==> config.mk <==
export PLATFORM = sky130hd
export DESIGN_NAME = mem_access_flat
export DESIGN_NICKNAME = d
export VERILOG_FILES = /design/src/rtl/mem_access_if.sv /design/src/rtl/mem_access.sv /design/src/flat_wrapper.sv
export SDC_FILE = /design/constraint.sdc
export NUM_CORES = 1
export LEC_CHECK = 0
export CAP_MARGIN = 15
export CORE_AREA = 3 3 113 115
export DETAILED_ROUTE_END_ITERATION = 8
export DIE_AREA = 0 0 116 118
export DONT_BUFFER_PORTS = 1
export GPL_TIMING_DRIVEN = 1
export SYNTH_ARGS = -nofsm -noshare
export SYNTH_HDL_FRONTEND = slang
export SYNTH_SLANG_ARGS = --single-unit
==> constraint.sdc <==
create_clock -name clk -period 10.6 [get_ports clk]
set_input_delay 1.59 -clock clk [delete_from_list [all_inputs] [get_ports clk]]
set_output_delay 1.59 -clock clk [all_outputs]
set_load 0.02 [all_outputs]
==> src/rtl/mem_access_if.sv <==
// Data-memory request/response channel between the MEM stage and the memory.
interface mem_access_if #(
    parameter int unsigned WORD_BITWIDTH = 32
) ();
    logic                     dmem_req;
    logic                     dmem_we;
    logic [WORD_BITWIDTH-1:0] dmem_addr;
    logic [WORD_BITWIDTH-1:0] dmem_wdata;
    logic                     dmem_ready;
    logic [WORD_BITWIDTH-1:0] dmem_rdata;

    modport master (
        output dmem_req, dmem_we, dmem_addr, dmem_wdata,
        input  dmem_ready, dmem_rdata
    );

    modport slave (
        input  dmem_req, dmem_we, dmem_addr, dmem_wdata,
        output dmem_ready, dmem_rdata
    );
endinterface

==> src/rtl/mem_access.sv <==
// MEM pipeline stage: issues data-memory accesses with wait-state stalling,
// timeout and misalignment detection, and drives the MEM/WB register.
module mem_access #(
    parameter int unsigned REG_NUM_BITWIDTH = 5,
    parameter int unsigned WORD_BITWIDTH    = 32,
    parameter int unsigned TIMEOUT_CYCLES   = 255
) (
    input  logic                        clk,
    input  logic                        rst,
    input  logic                        mem_memRead,
    input  logic                        mem_memWrite,
    input  logic [WORD_BITWIDTH-1:0]    mem_ALUresult,
    input  logic [WORD_BITWIDTH-1:0]    mem_regReadData2,
    input  logic                        mem_wt_memToReg,
    input  logic                        mem_wt_regWrite,
    input  logic [REG_NUM_BITWIDTH-1:0] mem_wt_regToWrite,
    input  logic                        flush,
    mem_access_if.master                dmem,
    output logic                        stall,
    output logic                        wb_memToReg,
    output logic                        wb_regWrite,
    output logic [REG_NUM_BITWIDTH-1:0] wb_regToWrite,
    output logic [WORD_BITWIDTH-1:0]    wb_ALUresult,
    output logic [WORD_BITWIDTH-1:0]    wb_memData,
    output logic                        err_misalign,
    output logic                        err_timeout
);

    localparam int unsigned CNT_W = 8;
    localparam logic [CNT_W-1:0] TIMEOUT_LAST = CNT_W'(TIMEOUT_CYCLES - 1);

    typedef enum logic {IDLE, BUSY} state_t;

    state_t            state, stateNext;
    logic [CNT_W-1:0]  waitCnt;

    logic isAccess, isAligned;
    logic stallRaw, startAcc, completeAcc, timeoutHit, misAlign, cntInc;
    logic wbBubble, wbLoad, wbKill;

    assign isAccess  = mem_memRead | mem_memWrite;
    assign isAligned = (mem_ALUresult[1:0] == 2'b00);

    // Reset forces IDLE immediately, so stall must not follow a held access
    assign stall = stallRaw & ~rst;

    // State register
    always_ff @(posedge clk or posedge rst) begin
        if (rst) state <= IDLE;
        else     state <= stateNext;
    end

    // Next-state logic
    always_comb begin
        stateNext = state;
        case (state)
            IDLE: if (!flush && isAccess && isAligned) stateNext = BUSY;
            BUSY: if (dmem.dmem_ready || (waitCnt == TIMEOUT_LAST)) stateNext = IDLE;
            default: stateNext = IDLE;
        endcase
    end

    // Per-state control decode; ready wins over timeout on the last cycle
    always_comb begin
        stallRaw    = 1'b0;
        startAcc    = 1'b0;
        completeAcc = 1'b0;
        timeoutHit  = 1'b0;
        misAlign    = 1'b0;
        cntInc      = 1'b0;
        wbBubble    = 1'b0;
        wbLoad      = 1'b0;
        wbKill      = 1'b0;
        case (state)
            IDLE: begin
                if (flush) begin
                    wbBubble = 1'b1;
                end else if (isAccess && isAligned) begin
                    stallRaw = 1'b1;
                    startAcc = 1'b1;
                    wbBubble = 1'b1;
                end else if (isAccess) begin
                    misAlign = 1'b1;
                    wbKill   = 1'b1;
                end else begin
                    wbLoad = 1'b1;
                end
            end
            BUSY: begin
                if (dmem.dmem_ready) begin
                    completeAcc = 1'b1;
                    wbLoad      = 1'b1;
                end else if (waitCnt == TIMEOUT_LAST) begin
                    timeoutHit = 1'b1;
                    wbKill     = 1'b1;
                end else begin
                    stallRaw = 1'b1;
                    cntInc   = 1'b1;
                    wbBubble = 1'b1;
                end
            end
            default: ;
        endcase
    end

    // Memory request, wait counter and error flags
    always_ff @(posedge clk or posedge rst) begin
        if (rst) begin
            waitCnt         <= '0;
            dmem.dmem_req   <= 1'b0;
            dmem.dmem_we    <= 1'b0;
            dmem.dmem_addr  <= '0;
            dmem.dmem_wdata <= '0;
            err_misalign    <= 1'b0;
            err_timeout     <= 1'b0;
        end else begin
            if (startAcc) begin
                waitCnt         <= '0;
                dmem.dmem_req   <= 1'b1;
                dmem.dmem_we    <= mem_memWrite;
                dmem.dmem_addr  <= mem_ALUresult;
                dmem.dmem_wdata <= mem_regReadData2;
            end else begin
                if (cntInc) waitCnt <= waitCnt + CNT_W'(1);
                if (completeAcc || timeoutHit) dmem.dmem_req <= 1'b0;
            end
            if (misAlign)   err_misalign <= 1'b1;
            if (timeoutHit) err_timeout  <= 1'b1;
        end
    end

    // MEM/WB register: pass-through, bubble, or retire-without-writeback
    always_ff @(posedge clk or posedge rst) begin
        if (rst) begin
            wb_memToReg   <= 1'b0;
            wb_regWrite   <= 1'b0;
            wb_regToWrite <= '0;
            wb_ALUresult  <= '0;
            wb_memData    <= '0;
        end else begin
            if (wbBubble) begin
                wb_memToReg <= 1'b0;
                wb_regWrite <= 1'b0;
            end
            if (wbLoad) begin
                wb_memToReg   <= mem_wt_memToReg;
                wb_regWrite   <= mem_wt_regWrite;
                wb_regToWrite <= mem_wt_regToWrite;
                wb_ALUresult  <= mem_ALUresult;
            end
            if (wbKill) begin
                wb_memToReg   <= 1'b0;
                wb_regWrite   <= 1'b0;
                wb_regToWrite <= mem_wt_regToWrite;
                wb_ALUresult  <= mem_ALUresult;
            end
            if (completeAcc && !dmem.dmem_we) wb_memData <= dmem.dmem_rdata;
        end
    end

endmodule

==> src/flat_wrapper.sv <==
// flat-port wrapper written by rule: the top's interface ports become plain ports
module mem_access_flat 
#(
    parameter int unsigned REG_NUM_BITWIDTH = 5,
    parameter int unsigned WORD_BITWIDTH    = 32,
    parameter int unsigned TIMEOUT_CYCLES   = 255
)
  (clk, rst, mem_memRead, mem_memWrite, mem_ALUresult, mem_regReadData2, mem_wt_memToReg, mem_wt_regWrite, mem_wt_regToWrite, flush, stall, wb_memToReg, wb_regWrite, wb_regToWrite, wb_ALUresult, wb_memData, err_misalign, err_timeout, dmem_dmem_req, dmem_dmem_we, dmem_dmem_addr, dmem_dmem_wdata, dmem_dmem_ready, dmem_dmem_rdata);
  mem_access_if #(.WORD_BITWIDTH(WORD_BITWIDTH)) dmem_i ();
  input  logic clk;
  input  logic rst;
  input  logic mem_memRead;
  input  logic mem_memWrite;
  input  logic [WORD_BITWIDTH-1:0] mem_ALUresult;
  input  logic [WORD_BITWIDTH-1:0] mem_regReadData2;
  input  logic mem_wt_memToReg;
  input  logic mem_wt_regWrite;
  input  logic [REG_NUM_BITWIDTH-1:0] mem_wt_regToWrite;
  input  logic flush;
  output logic stall;
  output logic wb_memToReg;
  output logic wb_regWrite;
  output logic [REG_NUM_BITWIDTH-1:0] wb_regToWrite;
  output logic [WORD_BITWIDTH-1:0] wb_ALUresult;
  output logic [WORD_BITWIDTH-1:0] wb_memData;
  output logic err_misalign;
  output logic err_timeout;
  output wire logic [$bits(dmem_i.dmem_req)-1:0] dmem_dmem_req;
  output wire logic [$bits(dmem_i.dmem_we)-1:0] dmem_dmem_we;
  output wire logic [$bits(dmem_i.dmem_addr)-1:0] dmem_dmem_addr;
  output wire logic [$bits(dmem_i.dmem_wdata)-1:0] dmem_dmem_wdata;
  input wire logic [$bits(dmem_i.dmem_ready)-1:0] dmem_dmem_ready;
  input wire logic [$bits(dmem_i.dmem_rdata)-1:0] dmem_dmem_rdata;
  assign dmem_dmem_req = dmem_i.dmem_req;
  assign dmem_dmem_we = dmem_i.dmem_we;
  assign dmem_dmem_addr = dmem_i.dmem_addr;
  assign dmem_dmem_wdata = dmem_i.dmem_wdata;
  assign dmem_i.dmem_ready = dmem_dmem_ready;
  assign dmem_i.dmem_rdata = dmem_dmem_rdata;
  mem_access #(.REG_NUM_BITWIDTH(REG_NUM_BITWIDTH), .WORD_BITWIDTH(WORD_BITWIDTH), .TIMEOUT_CYCLES(TIMEOUT_CYCLES)) u_core (.clk(clk), .rst(rst), .mem_memRead(mem_memRead), .mem_memWrite(mem_memWrite), .mem_ALUresult(mem_ALUresult), .mem_regReadData2(mem_regReadData2), .mem_wt_memToReg(mem_wt_memToReg), .mem_wt_regWrite(mem_wt_regWrite), .mem_wt_regToWrite(mem_wt_regToWrite), .flush(flush), .dmem(dmem_i), .stall(stall), .wb_memToReg(wb_memToReg), .wb_regWrite(wb_regWrite), .wb_regToWrite(wb_regToWrite), .wb_ALUresult(wb_ALUresult), .wb_memData(wb_memData), .err_misalign(err_misalign), .err_timeout(err_timeout));
endmodule
# Yosys cells after proc, flatten, opt, wreduce, memory -nomap -nowiden
# Index checks and enable logic that the tools add are counted.
# W data, S select, Z words.
[classes]
n_addsub = 1
n_eq_ne = 1
muxes = 39
bitwise_logic = 4
n_reduce_logical = 13
[ops]
columns = ["operator", "count"]
rows = [
  ["$mux W32", 2],
  ["$mux W1", 28],
  ["$mux W8", 2],
  ["$mux W5", 2],
  ["$pmux W1 S2", 5],
  ["$add A8 B1 Y8 const B", 1],
  ["$eq A8 B8 Y1 const B", 1],
  ["$reduce_bool A2 Y1", 3],
  ["$logic_and A1 B1 Y1", 4],
  ["$reduce_bool A3 Y1", 1],
  ["$logic_not A1 Y1", 2],
  ["$logic_not A2 Y1", 1],
  ["$logic_or A1 B1 Y1", 2],
  ["$not A1 Y1", 2],
  ["$and A1 B1 Y1", 1],
  ["$or A1 B1 Y1", 1],
]
[word_totals]
regBits = 148
inputBits = 109

# Logic depth before layout (Yosys ltp)
# Gate-level depths: netlist of the first run.
[logic_depth]
ltp_word = 8
mapped_depth = 7
mapped_depth_nobuf = 6

# Least setup slack after synthesis of the first run
# Ideal clock, no wire load.
[synth_path]
path_kind = "input to output"
startpoint = "input dmem_dmem_ready"
endpoint = "output stall"
arrival_time_ps = 2584
slack_ps = 6426
stages = 4
path_buffers = 1
cell_sequence = "and2b_1 -> o21ai_1 -> clkbuf_1 -> a21oi_1"
[synth_via]
elab_chain_len = 3
[synth_rtl]
columns = ["item", "line_no", "text"]
rows = [
  ["start, declared", "flat_wrapper.sv:32", "input wire logic [$bits(dmem_i.dmem_ready)-1:0] dmem_dmem_ready;"],
  ["$mux W1", "mem_access.sv:90", "if (dmem.dmem_ready) begin"],
  ["$pmux W1 S2", "mem_access.sv:74", "case (state)"],
  ["$and A1 B1 Y1", "mem_access.sv:45", "assign stall = stallRaw & ~rst;"],
  ["end, declared", "flat_wrapper.sv:20", "output logic stall;"],
]
# Every way passes these cells.

# Worst setup path after layout of the first run
# Ends and elaborated chain as after synthesis.

==> results of run 1 <==
where the power goes:
part,switching [mW],internal (mW)
registers,0.239,0.684
logic,0.0690,0.0741
clock network,0.225,0.334
worst max-delay path: stages:
cell and delay (ns):
and2b_1 0.24, o21ai_1 0.09, buf_4 0.18, a21oi_1 0.47
cell families (layout without fill, tap and decap cells):
family                     count (synthesis)  after routing  synth area share
and+or+nand+nor                          216            216             0.154
buffers and inverters                     25             41            0.0206
adders and majority gates                  2              2           0.00443
muxes                                     70             70             0.140
xor gates and xnor gates                   1              1           0.00155
DFF                                      148            148             0.656
AOI/OAI and AO/OA                         19             19            0.0241
area by class of cell:
cell class	instances	share of cell area
sequential	148	0.584
multi-input combinational	308	0.288
clock buffer	20	0.0720
tap	147	0.0290
clock inverter	12	0.0168
timing repair buffer	6	0.00710
inverter	3	0.00257
worst max path at each step:
stage	from	endpoint	slack, ns	cells after the start
finish	dmem_dmem_ready	stall	6.43	4
global route	dmem_dmem_ready	stall	6.38	4
CTS	dmem_dmem_ready	stall	6.43	4
detailed placement	dmem_dmem_ready	stall	6.47	4
global placement	dmem_dmem_ready	stall	6.47	4
floorplan	rst	u_core.dmem.dmem_addr[0]	5.03	1
per-stage QoR:
step           cells  worst slack [ns]  hold slack, ns  power [mW]  utilization
2_1_floorplan    481              5.03           0.487        1.02            -
3_3_place_gp     612              6.47           0.515        1.07        0.485
3_5_place_dp     612              6.47           0.525        1.08        0.485
4_1_cts          644              6.43           0.531        1.65        0.532
5_1_grt          644              6.38           0.562        1.71        0.532
6_report         644              6.43           0.535        1.62        0.532
sequential cells by signal, indices dropped and copies added, names as in the netlist:
name / count
u_core.dmem.dmem_wdata: 32
u_core.wb_regToWrite: 5
u_core.wb_ALUresult: 32
u_core.wb_memData: 32
u_core.state: 1
u_core.dmem.dmem_we: 1
u_core.waitCnt: 8
u_core.wb_regWrite: 1
u_core.dmem.dmem_req: 1
u_core.dmem.dmem_addr: 32
u_core.wb_memToReg: 1
u_core.err_timeout: 1
u_core.err_misalign: 1
layer usage:
layer  wire length (um)  GRT usage  part of all wire
met1               4520      0.205              0.36
met2               6300      0.313              0.51
met3               1390     0.0895              0.11
met4                195     0.0812             0.016
met5                  0          0                 0
cells in the mapped netlist (2+ instances only):
cell type and count:
buf_6 3, a21o_1 2, clkbuf_1 16, o21ai_0 4, nor2_1 5, buf_1 3
and2_1 4, o31ai_1 3, inv_1 3, dfrtp_1 148, ha_1 2, mux2_2 40
o211ai_1 2, nand3b_1 3, o21a_1 2, nand3_1 6, nand2_1 188, a21oi_1 3
mux2_1 30
==> flow_summary.yaml, run 1 <==
worst_setup_path:
  rr_worst_depth: 7
  cp_max_fo: 16
  required_ns: 9.01
  arrival_ns: 2.58
  rrSetupSlack_ns: 8.01
  cp-end-kind: "output pin"
  crit_type: "input pin to output pin"
  r2r-start: "u_core.waitCnt[0]"
  start_kind: "input pin"
  worst_r2r_endpoint: "u_core.wb_ALUresult[0]"
placement:
  io_buffers: 0
  placed_cell_area_um2: 5780
  gp_congestion: 0.739
  hpwl_um: 8850
pwr:
  p_leak_nw: 3.07
  ir_drop_mv: 0.133
  power.density_nw_per_um2: 256
finish:
  nNetsFinal: 595
  layout_common_cells: "nand2_1 (188), dfrtp_1 (148), mux2_2 (40)"
  drive_gt1_frac: 0.163
  final_common_cell: "nand2_1"
  multi_input_area_um2: 1830
  stdcell_area_um2: 6340
  seqCellArea_um2: 3700
  area_delta_synth_final_pct: 12.3
  n_antenna_cell: 0
  fill_cells: 1085
die:
  start_util: 0.474
  die_h_um: 118
  dieWidth_um: 116
  rows: 40
  coreArea_um2: 11900
  io_pins: 249
  dieArea_um2: 13700
clock_network:
  htree_levels: 4
  cts_buffers: 17
  clk_path_buf_depth: 2
  insertion_delay_ns: 0.42
  clock_sinks: 148
  cts_resized: 0
  ctsHoldBuffers: 0
  cts_tree: "yes"
  cts_setup_buffers: 0
  cts-root-buf: "clkbuf_16"
  clkSlewWorstSetupHoldPaths_ns: 0.06
drt:
  ant_nets: 0
  drt_iter0_markers: 224
  vias_per_cell: 5.36
  wl_per_cell_um: 19.3
  drc: 0
  first_pass_iters: 4
  drt-total-wl_um: 12400
  routed-via-count: 3450
global_route:
  grt_max_degree: 86
  gr-usage-all-layers: 0.189
  overflow: 0
  grt_pass1_wl_um: 19800
  grt_pass1_vias: 3820
  antenna_found_initial: 0
sta:
  hold_viol: 0
  slew_headroom: 0.314
  rsz0062_at_grt: "no"
  timing.final.crit_share: 0.393
  setup_violations: 0
  tns_ns: 0
  tightestPinTransition_ns: 1.03
  drv_slew: 0
  fin_crit_ns: 4.17
  fmax_ghz: 0.240
  fin_skew_ns: 0.00849
yosys:
  synthTopCellsByArea: "dfrtp_1 (66%), nand2_1 (12%), mux2_2 (8.0%), mux2_1 (6.0%), clkbuf_1 (1.1%)"
  synth_seq_cells: 148
  syn_avg_cell_area_um2: 11.7
  yosysTopAreaCellShare: 0.656
  synth_fp_nets: 592
  synth.cell_area_um2: 5650
  synth_edf_count: 0
  async_flop_share: 1.00
  ys_seq_area_frac: 0.656
  synthFlopType: "dfrtp_1"
  ys_types: 33
  yosys.area.top_type: "dfrtp_1"
  synthesis.instances: 481
  yosys_warnings: 0
worst_hold_path:
  whs_path_depth: 1
  hp-class: "register to register"
  hold_end: "u_core.waitCnt[3]"
  min_from: "u_core.waitCnt[3]"
status:
  outcome: "complete, no violations"
flow_run:
  max-cap-violations: 0
No activity file was read; power rests on OpenSTA's default activity.
==> run 2, diff against run 1 <==
==> constraint.sdc (replaced) <==
create_clock -name clk -period 4.2 [get_ports clk]
set_input_delay 0.63 -clock clk [delete_from_list [all_inputs] [get_ports clk]]
set_output_delay 0.63 -clock clk [all_outputs]
set_load 0.02 [all_outputs]
==> run 2 against run 1 <==
Via count about the same. Wire length increased by 0.88%. Sequential power increased to 2.5 times the previous value. Utilization increased by 1.0 points. Design area increased by 1.9%. Clock power increased to 3.0 times the previous value. Setup slack got worse by 5.1 ns. Combinational power increased to 2.6 times the previous value. Cell count unchanged. Critical path type is now register to output pin. Critical endpoint unchanged.
==> flow_summary.yaml, run 2 (synthesized netlist as in run 1, its figures left out) <==
status:
  outcome: "complete, no violations"
finish:
  layout_common_cells: "nand2_1 (188), dfrtp_1 (148), mux2_2 (40)"
  stdcell_area_um2: 6460
  stdcell_count: 644
  drive_gt1_frac: 0.161
  nNetsFinal: 595
  final_common_cell: "nand2_1"
  utilization: 0.543
  area_delta_synth_final_pct: 14.4
  n_antenna_cell: 0
sta:
  setup_violations: 0
  tns_ns: 0
  hold_viol: 0
  rsz0062_at_grt: "no"
  slew_headroom: 0.371
  fmax_ghz: 0.348
  hold_slack_ns: 0.229
  drv_slew: 0
  tightestPinTransition_ns: 0.944
  fin_skew_ns: 0.00671
  finalWorstSetupSlack_ns: 1.33
  timing.final.crit_share: 0.684
  fin_crit_ns: 2.87
drt:
  drc: 0
  routed-via-count: 3453
  drt_iter0_markers: 161
  vias_per_cell: 5.36
  ant_nets: 0
  first_pass_iters: 4
  wl_per_cell_um: 19.4
  drt-total-wl_um: 12500
clock_network:
  cts_tree: "yes"
  cts_resized: 0
  clkSlewWorstSetupHoldPaths_ns: 0.06
  clock_sinks: 148
  insertion_delay_ns: 0.41
  cts_setup_buffers: 0
  ctsHoldBuffers: 0
  cts-root-buf: "clkbuf_16"
  clk_path_buf_depth: 2
  cts_buffers: 17
  htree_levels: 4
placement:
  gp_congestion: 0.749
  io_buffers: 0
  pre_cts_ws_ns: 1.59
  placed_cell_area_um2: 5800
  dp_cells: 612
  hpwl_um: 8960
worst_setup_path:
  cp_max_fo: 16
  crit_type: "register to output pin"
  arrival_ns: 2.24
  start_kind: "register"
  rrSetupSlack_ns: 1.76
  cp-end-kind: "output pin"
  rr_worst_depth: 7
  required_ns: 3.57
die:
  coreArea_um2: 11900
  dieArea_um2: 13700
  rows: 40
  die_h_um: 118
  dieWidth_um: 116
  io_pins: 249
  start_util: 0.474
pwr:
  ir_drop_mv: 0.269
  p_leak_nw: 3.13
  power.density_nw_per_um2: 673
  design_power_total_mw: 4.35
global_route:
  grt_max_degree: 71
  overflow: 0
  grt_pass1_wl_um: 19900
  antenna_found_initial: 0
  gr-usage-all-layers: 0.190
  grt_pass1_vias: 3762
worst_hold_path:
  hp-class: "input pin to async pin"
flow_run:
  max-cap-violations: 0
==> run 2: path summary, 6_finish.rpt <==
| kind | endpoint | start |
|---|---|---|
| min in group clk | u_core.dmem.dmem_wdata[28] | mem_regReadData2[28] |
| min reg2reg | u_core.waitCnt[3] | u_core.waitCnt[3] |
| max in group asynchronous | u_core.wb_memData[1] | rst |
| max reg2reg | u_core.wb_ALUresult[14] | u_core.waitCnt[0] |
| max | stall | u_core.waitCnt[0] |
| min | u_core.waitCnt[7] | rst |
==> run 2: where the power goes <==
group          switching (mW)  leakage (nW)  internal (mW)
Sequential              0.604          1.82           1.73
Combinational           0.175         0.981          0.191
Clock                   0.540         0.323           1.11
==> run 2: worst max-delay path, cell delays in order (launching register included) <==
cell and delay, ns:
dfrtp_1 0.43, inv_1 0.08, ha_1 0.15, nand3_1 0.10
o21ai_1 0.72, a21oi_1 0.35
==> run 2: layout make-up <==
class,instances,area [um^2]
Clock inverter,9,173
Tap cell,147,184
Multi-Input combinational cell,308,1830
Inverter,3,15.0
Sequential cell,148,3700
Fill cell,1034,5450
Clock buffer,23,488
Timing Repair Buffer,6,70.1
==> run 2: routing by layer <==
layer | part of all wire | GRT usage
met5 | 0 | 0
met4 | 0.022 | 0.0834
met3 | 0.11 | 0.0946
met2 | 0.51 | 0.314
met1 | 0.35 | 0.203
==> run 3, diff against run 2 <==
==> constraint.sdc (replaced) <==
create_clock -name clk -period 2.9 [get_ports clk]
set_input_delay 0.435 -clock clk [delete_from_list [all_inputs] [get_ports clk]]
set_output_delay 0.435 -clock clk [all_outputs]
set_load 0.02 [all_outputs]
==> run 3 against run 2 <==
Design area about the same. Combinational power increased by 45%. Sequential share of layout area increased by 0.056 points. First-iteration DRC count increased by 37%. Cell count increased by 0.62%. Clock power increased by 41%. Count of clock-buffer cells in the layout decreased by 5. Critical path type unchanged.
==> flow_summary.yaml, run 3 (synthesized netlist as in run 1, its figures left out) <==
status:
  outcome: "complete, no violations"
finish:
  drive_gt1_frac: 0.170
  n_antenna_cell: 0
  fill_cells: 1043
  final_common_cell: "nand2_1"
  seqCellArea_um2: 3700
  layout_common_cells: "nand2_1 (188), dfrtp_1 (148), mux2_2 (40)"
  multi_input_area_um2: 1830
  area_delta_synth_final_pct: 14.3
  nNetsFinal: 599
die:
  dieArea_um2: 13700
  start_util: 0.474
  coreArea_um2: 11900
  dieWidth_um: 116
  io_pins: 249
  rows: 40
  die_h_um: 118
global_route:
  antenna_found_initial: 0
  gr-usage-all-layers: 0.182
  overflow: 0
  grt_pass1_wl_um: 19400
  grt_pass1_vias: 3728
  grt_max_degree: 81
worst_setup_path:
  r2r-start: "u_core.waitCnt[0]"
  cp_max_fo: 16
  rr_worst_depth: 7
  cp-end-kind: "output pin"
  rrSetupSlack_ns: 0.89
  crit_type: "register to output pin"
  arrival_ns: 1.93
  required_ns: 2.47
  start_kind: "register"
  worst_r2r_endpoint: "u_core.wb_ALUresult[0]"
clock_network:
  cts_buffers: 17
  clock_sinks: 148
  cts_tree: "yes"
  clkSlewWorstSetupHoldPaths_ns: 0.07
  clk_path_buf_depth: 2
  cts-root-buf: "clkbuf_16"
  insertion_delay_ns: 0.41
  htree_levels: 4
  cts_setup_buffers: 0
sta:
  tightestPinTransition_ns: 0.736
  fmax_ghz: 0.422
  setup_violations: 0
  tns_ns: 0
  hold_viol: 0
  slew_headroom: 0.510
  timing.final.crit_share: 0.817
  hold_slack_ns: 0.129
  drv_slew: 0
  fin_skew_ns: 0.00749
  fin_crit_ns: 2.37
  rsz0062_at_grt: "no"
flow_run:
  max-cap-violations: 0
placement:
  gp_congestion: 0.749
  hpwl_um: 8910
  io_buffers: 0
worst_hold_path:
  hold_end: "u_core.dmem.dmem_wdata[14]"
  min_from: "mem_regReadData2[14]"
  whs_path_depth: 2
  hp-class: "input pin to register"
drt:
  drt_iter0_markers: 221
  ant_nets: 0
  vias_per_cell: 5.34
  routed-via-count: 3462
  drc: 0
  drt-total-wl_um: 12500
  first_pass_iters: 4
  wl_per_cell_um: 19.2
pwr:
  ir_drop_mv: 0.430
  power.density_nw_per_um2: 965
  p_leak_nw: 3.11
==> run 3: changes by cell type in the layout (fill, tap and decap cells not counted), sizes merged <==
| cell | change |
|---|---|
| bufinv | -1 |
| inv | +4 |
| clkinv | -2 |
| clkinvlp | +4 |
| clkbuf | -5 |
| buf | +3 |
| dlygate4sd3 | +1 |
==> run 3: power by group <==
part / switching (mW) / total, mW / leakage, nW / internal [mW]
clock network: 0.873 / 2.33 / 0.290 / 1.45
logic: 0.252 / 0.529 / 0.995 / 0.276
registers: 0.876 / 3.37 / 1.82 / 2.50
total: 2.00 / 6.23 / 3.11 / 4.23
==> run 3: worst max-delay path, cell delays in order, from the launching register on <==
cell and delay, ns:
dfrtp_1 0.43, inv_1 0.08, ha_1 0.14, nand3_1 0.11, o21ai_2 0.48, a21oi_1 0.29
==> run 3: metal layers <==
layer | global-route usage | vias up | share of wire
met3 | 0.0879 | 14 | 0.11
met5 | 0 | - | 0
met4 | 0.0638 | 0 | 0.014
met1 | 0.207 | 1703 | 0.37
li1 | - | 1583 | -
met2 | 0.296 | 162 | 0.50
==> run 3: worst max-delay path by stage <==
stage,from,endpoint,cells past startpoint
global route,u_core.waitCnt[0],stall,5
finish,u_core.waitCnt[0],stall,5
detailed placement,u_core.waitCnt[0],stall,5
CTS,u_core.waitCnt[0],stall,5
global placement,u_core.waitCnt[0],stall,5
floorplan,rst,u_core.dmem.dmem_addr[0],1
==> run 3: final cells by class <==
cell class	count	share of cell area
sequential	148	0.574
inverter	3	0.00233
clock inverter	14	0.0312
multi-input combinational	308	0.284
clock buffer	18	0.0665
timing repair buffer	10	0.0140
tap	147	0.0285
==> run 3: metrics by stage <==
stage | power [mW] | instance area [um^2] | util | setup slack [ns] | instances
final | 6.23 | 6460 | 0.542 | 0.530 | 648
after global routing | 6.52 | 6460 | 0.542 | 0.352 | 648
after CTS | 6.30 | 6450 | 0.542 | 0.209 | 648
after detailed placement | 3.96 | 5810 | 0.488 | 0.663 | 615
after global placement | 3.92 | 5810 | 0.488 | 0.743 | 615
after floorplan | 3.74 | 5650 | - | 0.604 | 481
==> run 3: repair_timing <==
item	4_1_cts	5_1_grt
hold buffers	1	0
resized for setup	0	1
endpoints found under the hold margin	18	0
setup endpoints to repair	0	1
